File: config.mk
export PLATFORM = sky130hd
export DESIGN_NAME = spi_axi_reg_arb
export DESIGN_NICKNAME = d
export VERILOG_FILES = /design/src/rtl/spi_axi_pkg.sv /design/src/rtl/spi_axi_rr_arb2.sv /design/src/rtl/spi_axi_reg_arb.sv
export SDC_FILE = /design/constraint.sdc
export NUM_CORES = 1
export LEC_CHECK = 0
export BUFFER_PORTS_ARGS = -buffer_cell sky130_fd_sc_hd__buf_2
export CAP_MARGIN = 20
export CORE_ASPECT_RATIO = 2
export CORE_MARGIN = 4
export CORE_UTILIZATION = 40
export CTS_CLUSTER_DIAMETER = 200
export DETAILED_ROUTE_END_ITERATION = 10
export PLACE_DENSITY = 0.72
export SLEW_MARGIN = 30
export SYNTH_ARGS = -nofsm -noshare
export SYNTH_HDL_FRONTEND = slang
export SYNTH_HIERARCHICAL = 1
export SYNTH_SLANG_ARGS = --single-unit
File: constraint.sdc
create_clock -name clk -period 2.3 [get_ports clk]
set_clock_uncertainty 0.1 [all_clocks]
set_input_delay 0.46 -clock clk [delete_from_list [all_inputs] [get_ports clk]]
set_output_delay 0.46 -clock clk [all_outputs]
set_load 0.02 [all_outputs]
File: src/rtl/spi_axi_pkg.sv
// Shared definitions for the two-master register-port arbiter: state encoding and
// default bus widths.
package spi_axi_pkg;

  localparam int unsigned DEF_ADDR_W = 12;
  localparam int unsigned DEF_DATA_W = 32;

  // Read latency is limited to 1..4, so a 2-bit down-counter covers the wait.
  localparam int unsigned MAX_RD_LAT = 4;
  localparam int unsigned CNT_W      = 2;

  typedef enum logic [1:0] {
    S_IDLE,
    S_ISSUE,
    S_RD_WAIT,
    S_ACK
  } state_e;

endpackage

File: src/rtl/spi_axi_rr_arb2.sv
// Two-way round-robin chooser. The pointer remembers the last granted master and is
// advanced only when the caller commits a grant with update.
module spi_axi_rr_arb2 (
  input  logic clk,
  input  logic rst_n,
  input  logic req0,
  input  logic req1,
  input  logic update,
  output logic grant
);

  logic last_q;

  always_comb begin
    grant = 1'b0;
    if (req0 && req1) begin
      grant = ~last_q;
    end else if (req1) begin
      grant = 1'b1;
    end
  end

  // Reset points at m1 so m0 wins the first tie.
  always_ff @(posedge clk or negedge rst_n) begin
    if (!rst_n) begin
      last_q <= 1'b1;
    end else if (update) begin
      last_q <= grant;
    end
  end

endmodule

File: src/rtl/spi_axi_reg_arb.sv
// Arbitrates two request/ack masters onto one shared register port with separate
// write and read strobes; reads wait RD_LAT cycles before the data is captured.
module spi_axi_reg_arb
  import spi_axi_pkg::*;
#(
  parameter int unsigned ADDR_W = DEF_ADDR_W,
  parameter int unsigned DATA_W = DEF_DATA_W,
  parameter int unsigned RD_LAT = 1
) (
  input  logic              clk,
  input  logic              rst_n,
  input  logic              m0_req,
  input  logic              m0_we,
  input  logic [ADDR_W-1:0] m0_addr,
  input  logic [DATA_W-1:0] m0_wdata,
  output logic              m0_ack,
  output logic [DATA_W-1:0] m0_rdata,
  input  logic              m1_req,
  input  logic              m1_we,
  input  logic [ADDR_W-1:0] m1_addr,
  input  logic [DATA_W-1:0] m1_wdata,
  output logic              m1_ack,
  output logic [DATA_W-1:0] m1_rdata,
  output logic [ADDR_W-1:0] reg_wr_addr,
  output logic [DATA_W-1:0] reg_wr_data,
  output logic              reg_wr_en,
  output logic [ADDR_W-1:0] reg_rd_addr,
  output logic              reg_rd_en,
  input  logic [DATA_W-1:0] reg_rd_data,
  output logic              busy
);

  state_e             state_q, state_d;
  logic               gnt_q;
  logic               we_q;
  logic [ADDR_W-1:0]  addr_q;
  logic [DATA_W-1:0]  wdata_q;
  logic [CNT_W-1:0]   cnt_q;
  logic [DATA_W-1:0]  rdata0_q, rdata1_q;

  logic               arb_grant;
  logic               arb_update;
  logic               sel_we;
  logic [ADDR_W-1:0]  sel_addr;
  logic [DATA_W-1:0]  sel_wdata;
  logic               rd_capture;

  assign arb_update = (state_q == S_IDLE) && (m0_req || m1_req);

  spi_axi_rr_arb2 u_rr_arb (
    .clk    (clk),
    .rst_n  (rst_n),
    .req0   (m0_req),
    .req1   (m1_req),
    .update (arb_update),
    .grant  (arb_grant)
  );

  always_comb begin
    sel_we    = m0_we;
    sel_addr  = m0_addr;
    sel_wdata = m0_wdata;
    if (arb_grant) begin
      sel_we    = m1_we;
      sel_addr  = m1_addr;
      sel_wdata = m1_wdata;
    end
  end

  always_comb begin
    state_d = state_q;
    case (state_q)
      S_IDLE: begin
        if (m0_req || m1_req) begin
          state_d = S_ISSUE;
        end
      end
      S_ISSUE: begin
        state_d = we_q ? S_ACK : S_RD_WAIT;
      end
      S_RD_WAIT: begin
        if (cnt_q == '0) begin
          state_d = S_ACK;
        end
      end
      S_ACK: begin
        state_d = S_IDLE;
      end
      default: begin
        state_d = S_IDLE;
      end
    endcase
  end

  always_ff @(posedge clk or negedge rst_n) begin
    if (!rst_n) begin
      state_q <= S_IDLE;
    end else begin
      state_q <= state_d;
    end
  end

  // Request fields are frozen at grant; later master-side changes are ignored.
  always_ff @(posedge clk or negedge rst_n) begin
    if (!rst_n) begin
      gnt_q   <= 1'b0;
      we_q    <= 1'b0;
      addr_q  <= '0;
      wdata_q <= '0;
    end else if (arb_update) begin
      gnt_q   <= arb_grant;
      we_q    <= sel_we;
      addr_q  <= sel_addr;
      wdata_q <= sel_wdata;
    end
  end

  // Loaded with RD_LAT-1 while issuing so the wait spans exactly RD_LAT cycles.
  always_ff @(posedge clk or negedge rst_n) begin
    if (!rst_n) begin
      cnt_q <= '0;
    end else if (state_q == S_ISSUE) begin
      cnt_q <= CNT_W'(RD_LAT - 1);
    end else if ((state_q == S_RD_WAIT) && (cnt_q != '0)) begin
      cnt_q <= cnt_q - 1'b1;
    end
  end

  assign rd_capture = (state_q == S_RD_WAIT) && (cnt_q == '0);

  always_ff @(posedge clk or negedge rst_n) begin
    if (!rst_n) begin
      rdata0_q <= '0;
      rdata1_q <= '0;
    end else if (rd_capture) begin
      if (gnt_q) begin
        rdata1_q <= reg_rd_data;
      end else begin
        rdata0_q <= reg_rd_data;
      end
    end
  end

  assign reg_wr_en   = (state_q == S_ISSUE) && we_q;
  assign reg_rd_en   = (state_q == S_ISSUE) && !we_q;
  assign reg_wr_addr = addr_q;
  assign reg_rd_addr = addr_q;
  assign reg_wr_data = wdata_q;
  assign m0_ack      = (state_q == S_ACK) && !gnt_q;
  assign m1_ack      = (state_q == S_ACK) && gnt_q;
  assign m0_rdata    = rdata0_q;
  assign m1_rdata    = rdata1_q;
  assign busy        = (state_q != S_IDLE);

  a_one_strobe : assert property (@(posedge clk) disable iff (!rst_n)
    !(reg_wr_en && reg_rd_en));
  a_one_ack : assert property (@(posedge clk) disable iff (!rst_n)
    !(m0_ack && m1_ack));

endmodule

==> summary.txt <==
Placement
  – Post-Place Cells: 752
  – Worst slack at placement: ~0.53 ns
  – Post-DP HPWL: between 9000 and 10000 microns
  – Post-Place Cell Area: ~6300 sq um
  – Port Buffers: 250
  – GP Congestion: between 0.7 and 0.8

Power and ir drop
  – Leak pwr: 3.53 nW
  – Pwr dens: roughly 1600 nW/um^2
  – Maximum vdd drop: around 0.9 mV

Global routing
  – Initial antenna violation count: 0
  – Tot GR Track Use: roughly 17%
  – GRT overflow: 0
  – First-pass GRT wire length: approximately 19000 microns
  – Largest net degree at the start of global routing: 92
  – Number of global-route vias before repair: 3983

Timing
  – Pins Over Slew Limit: 0
  – Hold slack: between 0.2 and 0.25 ns
  – Fin crit share: 89.6%
  – RSZ-0062 raised after global routing: false
  – Worst rel slew slack: between 70% and 80%
  – Finish-stage setup viols: 0
  – Worst Tran Pin Value: 0.385 ns
  – Final Hold Viols: 0
  – Max Clk Rate: 485 MHz
  – Fin worst setup slack: around 0.24 ns
  – Sum Neg Setup Slack: 0 ns
  – Minimum clock period: 2.06 ns

Cells and area
  – Most common cell after layout, fill and taps aside: buf_2
  – Inserted Diodes: 0
  – Final net count: roughly 760
  – Share of cells above drive strength 1: a little under three fifths
  – Post-route cell area: around 7000 sq um
  – Layout area overhead: 39.2%
  – Cell Count, Final, Fillers Out: between 700 and 800
  – Most frequent cells in the layout: buf_2, dfrtp_1, mux2_2

Worst setup path
  – Setup CP Type: flip-flop to output pin
  – Crit path DAT: roughly 1.5 ns
  – Crit-path max cell delay: ~0.42 ns
  – CP delay by family, top: flip-flops
  – Worst EP required: roughly 1.7 ns
  – Crit-path cells: inv_1 > ha_1 > and2_1 > buf_2
  – Setup crit start kind: flip-flop
  – Crit Path Max Fanout: 5
  – Buf/Inv on CP: 2
  – CP max-delay cell: dfrtp_1
  – Setup crit end kind: output pin

Clock network
  – Postcts setup bufs: 0
  – Root Driver: clkbuf_16
  – Clock transition at path regs: 0.06 ns
  – Clock buffer count from CTS: 17
  – Clock buffer depth: 2
  – CTS tree: done
  – H-tree levels: 4
  – Skew-Pair Late Insertion Delay: about 0.4 ns
  – CTS sink count: ~120

Routing
  – Post-Route WL: approximately 12000 microns
  – TritonRoute pass-1 iters: 4
  – DR iter-0 viols: 75
  – Final ANT Viol Nets: 0
  – Routed vias: around 3800
  – DR DRC count: 0
  – Post-DR wirelength/cell: approximately 16 microns
  – Vias/cell: between 4 and 5

Logic synthesis
  – Average size of a mapped cell: around 13 sq um
  – Yosys warns: 6
  – Library cells used by synthesis: 28
  – Seq/Total Area, Yosys: around three fifths
  – Syn Nets: slightly above 500
  – Flops & latches, synth: ~120
  – Syn Inst Count: between 300 and 400
  – Post-Syn Area: 4940 sq um

Worst hold path
  – Hold Path Class: primary input to flip-flop

Floorplanning
  – Die Area: ~14000 sq um
  – Initial core utilization: roughly two fifths
  – Die Width: 86.6 microns
  – I/O pins: between 200 and 300
  – Core Region: around 12000 sq um
  – Std-Cell Rows: between 50 and 60
  – Die Height: around 170 microns

Job
  – Max-cap violations: 0

Run status
  – Outcome: finished, final reports clean
==> cell families after synthesis <==
group | share of synthesized area [%]
xor+xnor | 0.177
compound gates | 5.47
simple gates | 4.87
flops | 58.3
fa+ha+maj | 1.52
buf+inv | 5.17
mux | 24.5
==> final timing paths <==
kind	slack, ns	start	end	depth (start not counted)
setup / recovery	0.24	state_q[1]$_DFFE_PN0P_	reg_wr_en	4
min in group asynchronous	0.38	rst_n	m0_rdata[11]$_DFFE_PN0P_	2
hold / removal	0.21	reg_rd_data[16]	m0_rdata[16]$_DFFE_PN0P_	2
hold reg to reg	0.38	reg_wr_data[26]$_DFFE_PN0P_	reg_wr_data[26]$_DFFE_PN0P_	2
max in group asynchronous	1.06	rst_n	u_rr_arb/last_q$_DFFE_PN1P_	3
setup reg to reg	0.52	state_q[1]$_DFFE_PN0P_	u_rr_arb/last_q$_DFFE_PN1P_	6
==> sequential cells by signal (all words and copies together), names as in the netlist <==
name	count
m1_rdata	32
reg_wr_data	32
state_q	2
u_rr_arb/last_q	1
reg_rd_addr	12
m0_rdata	32
we_q	1
gnt_q	1
cnt_q	2
==> routing by layer <==
layer,up-vias,part of all wire [%],global-route usage [%]
li1,1795,-,-
met1,1835,34,17.3
met2,148,57,31.7
met3,15,6.6,4.37
met4,0,1.9,6.81
met5,-,0,0
==> power by group <==
part / switching [W] / leakage [nW] / internal (W)
Combinational: 0.00282 / 1.90 / 0.00190
Clock: 0.000934 / 0.260 / 0.00160
Sequential: 0.000556 / 1.38 / 0.00305
Total: 0.00431 / 3.53 / 0.00655
==> worst register-to-register path, cell delays in order (launching register included) <==
cell     delay (ns)
dfrtp_1        0.41
inv_1          0.10
ha_1           0.26
o21ai_4        0.10
buf_12         0.31
inv_1          0.11
mux2_4         0.31
==> layout make-up <==
cell class | instances | area (sq um)
Clock inverter | 15 | 156
Fill cell | 1068 | 5250
Inverter | 6 | 22.5
Sequential cell | 115 | 2880
Tap cell | 147 | 184
Multi-Input combinational cell | 227 | 1830
Timing Repair Buffer | 258 | 1380
Clock buffer | 17 | 425
==> Yosys cell counts <==
library cell,n,share of area (%)
a211o_1,1,0.18
a211oi_1,1,0.15
a21boi_2,1,0.23
a21oi_1,1,0.10
a22oi_1,1,0.15
and2_1,1,0.13
and2_2,1,0.15
and2b_2,1,0.18
buf_2,9,0.91
buf_4,17,2.6
clkbuf_1,1,0.076
clkbuf_2,3,0.30
clkbuf_8,3,0.84
dfrtp_1,114,58
dfstp_2,1,0.53
ha_1,6,1.5
inv_1,6,0.46
mux2_2,66,15
mux2_4,1,0.30
mux2i_1,45,9.1
nand2_1,45,3.4
nand3_1,1,0.10
nand3b_2,1,0.23
nor2_1,4,0.30
nor2b_1,2,0.25
nor3_1,1,0.10
o21ai_0,46,4.7
xnor2_1,1,0.18
==> timing repair <==
item | 4_1_cts | 5_1_grt
hold endpoints to repair | 16 | 0
hold buffers | 1 | 0
resized for setup | 0 | 0
==> stage by stage <==
step,total power (W),util (%)
after floorplan,0.00681,-
after global placement,0.00827,51.8
after detailed placement,0.00846,51.8
after CTS,0.0110,56.7
after global routing,0.0115,56.7
final,0.0109,56.7
Note: power is estimated with default switching activity, not from simulation.
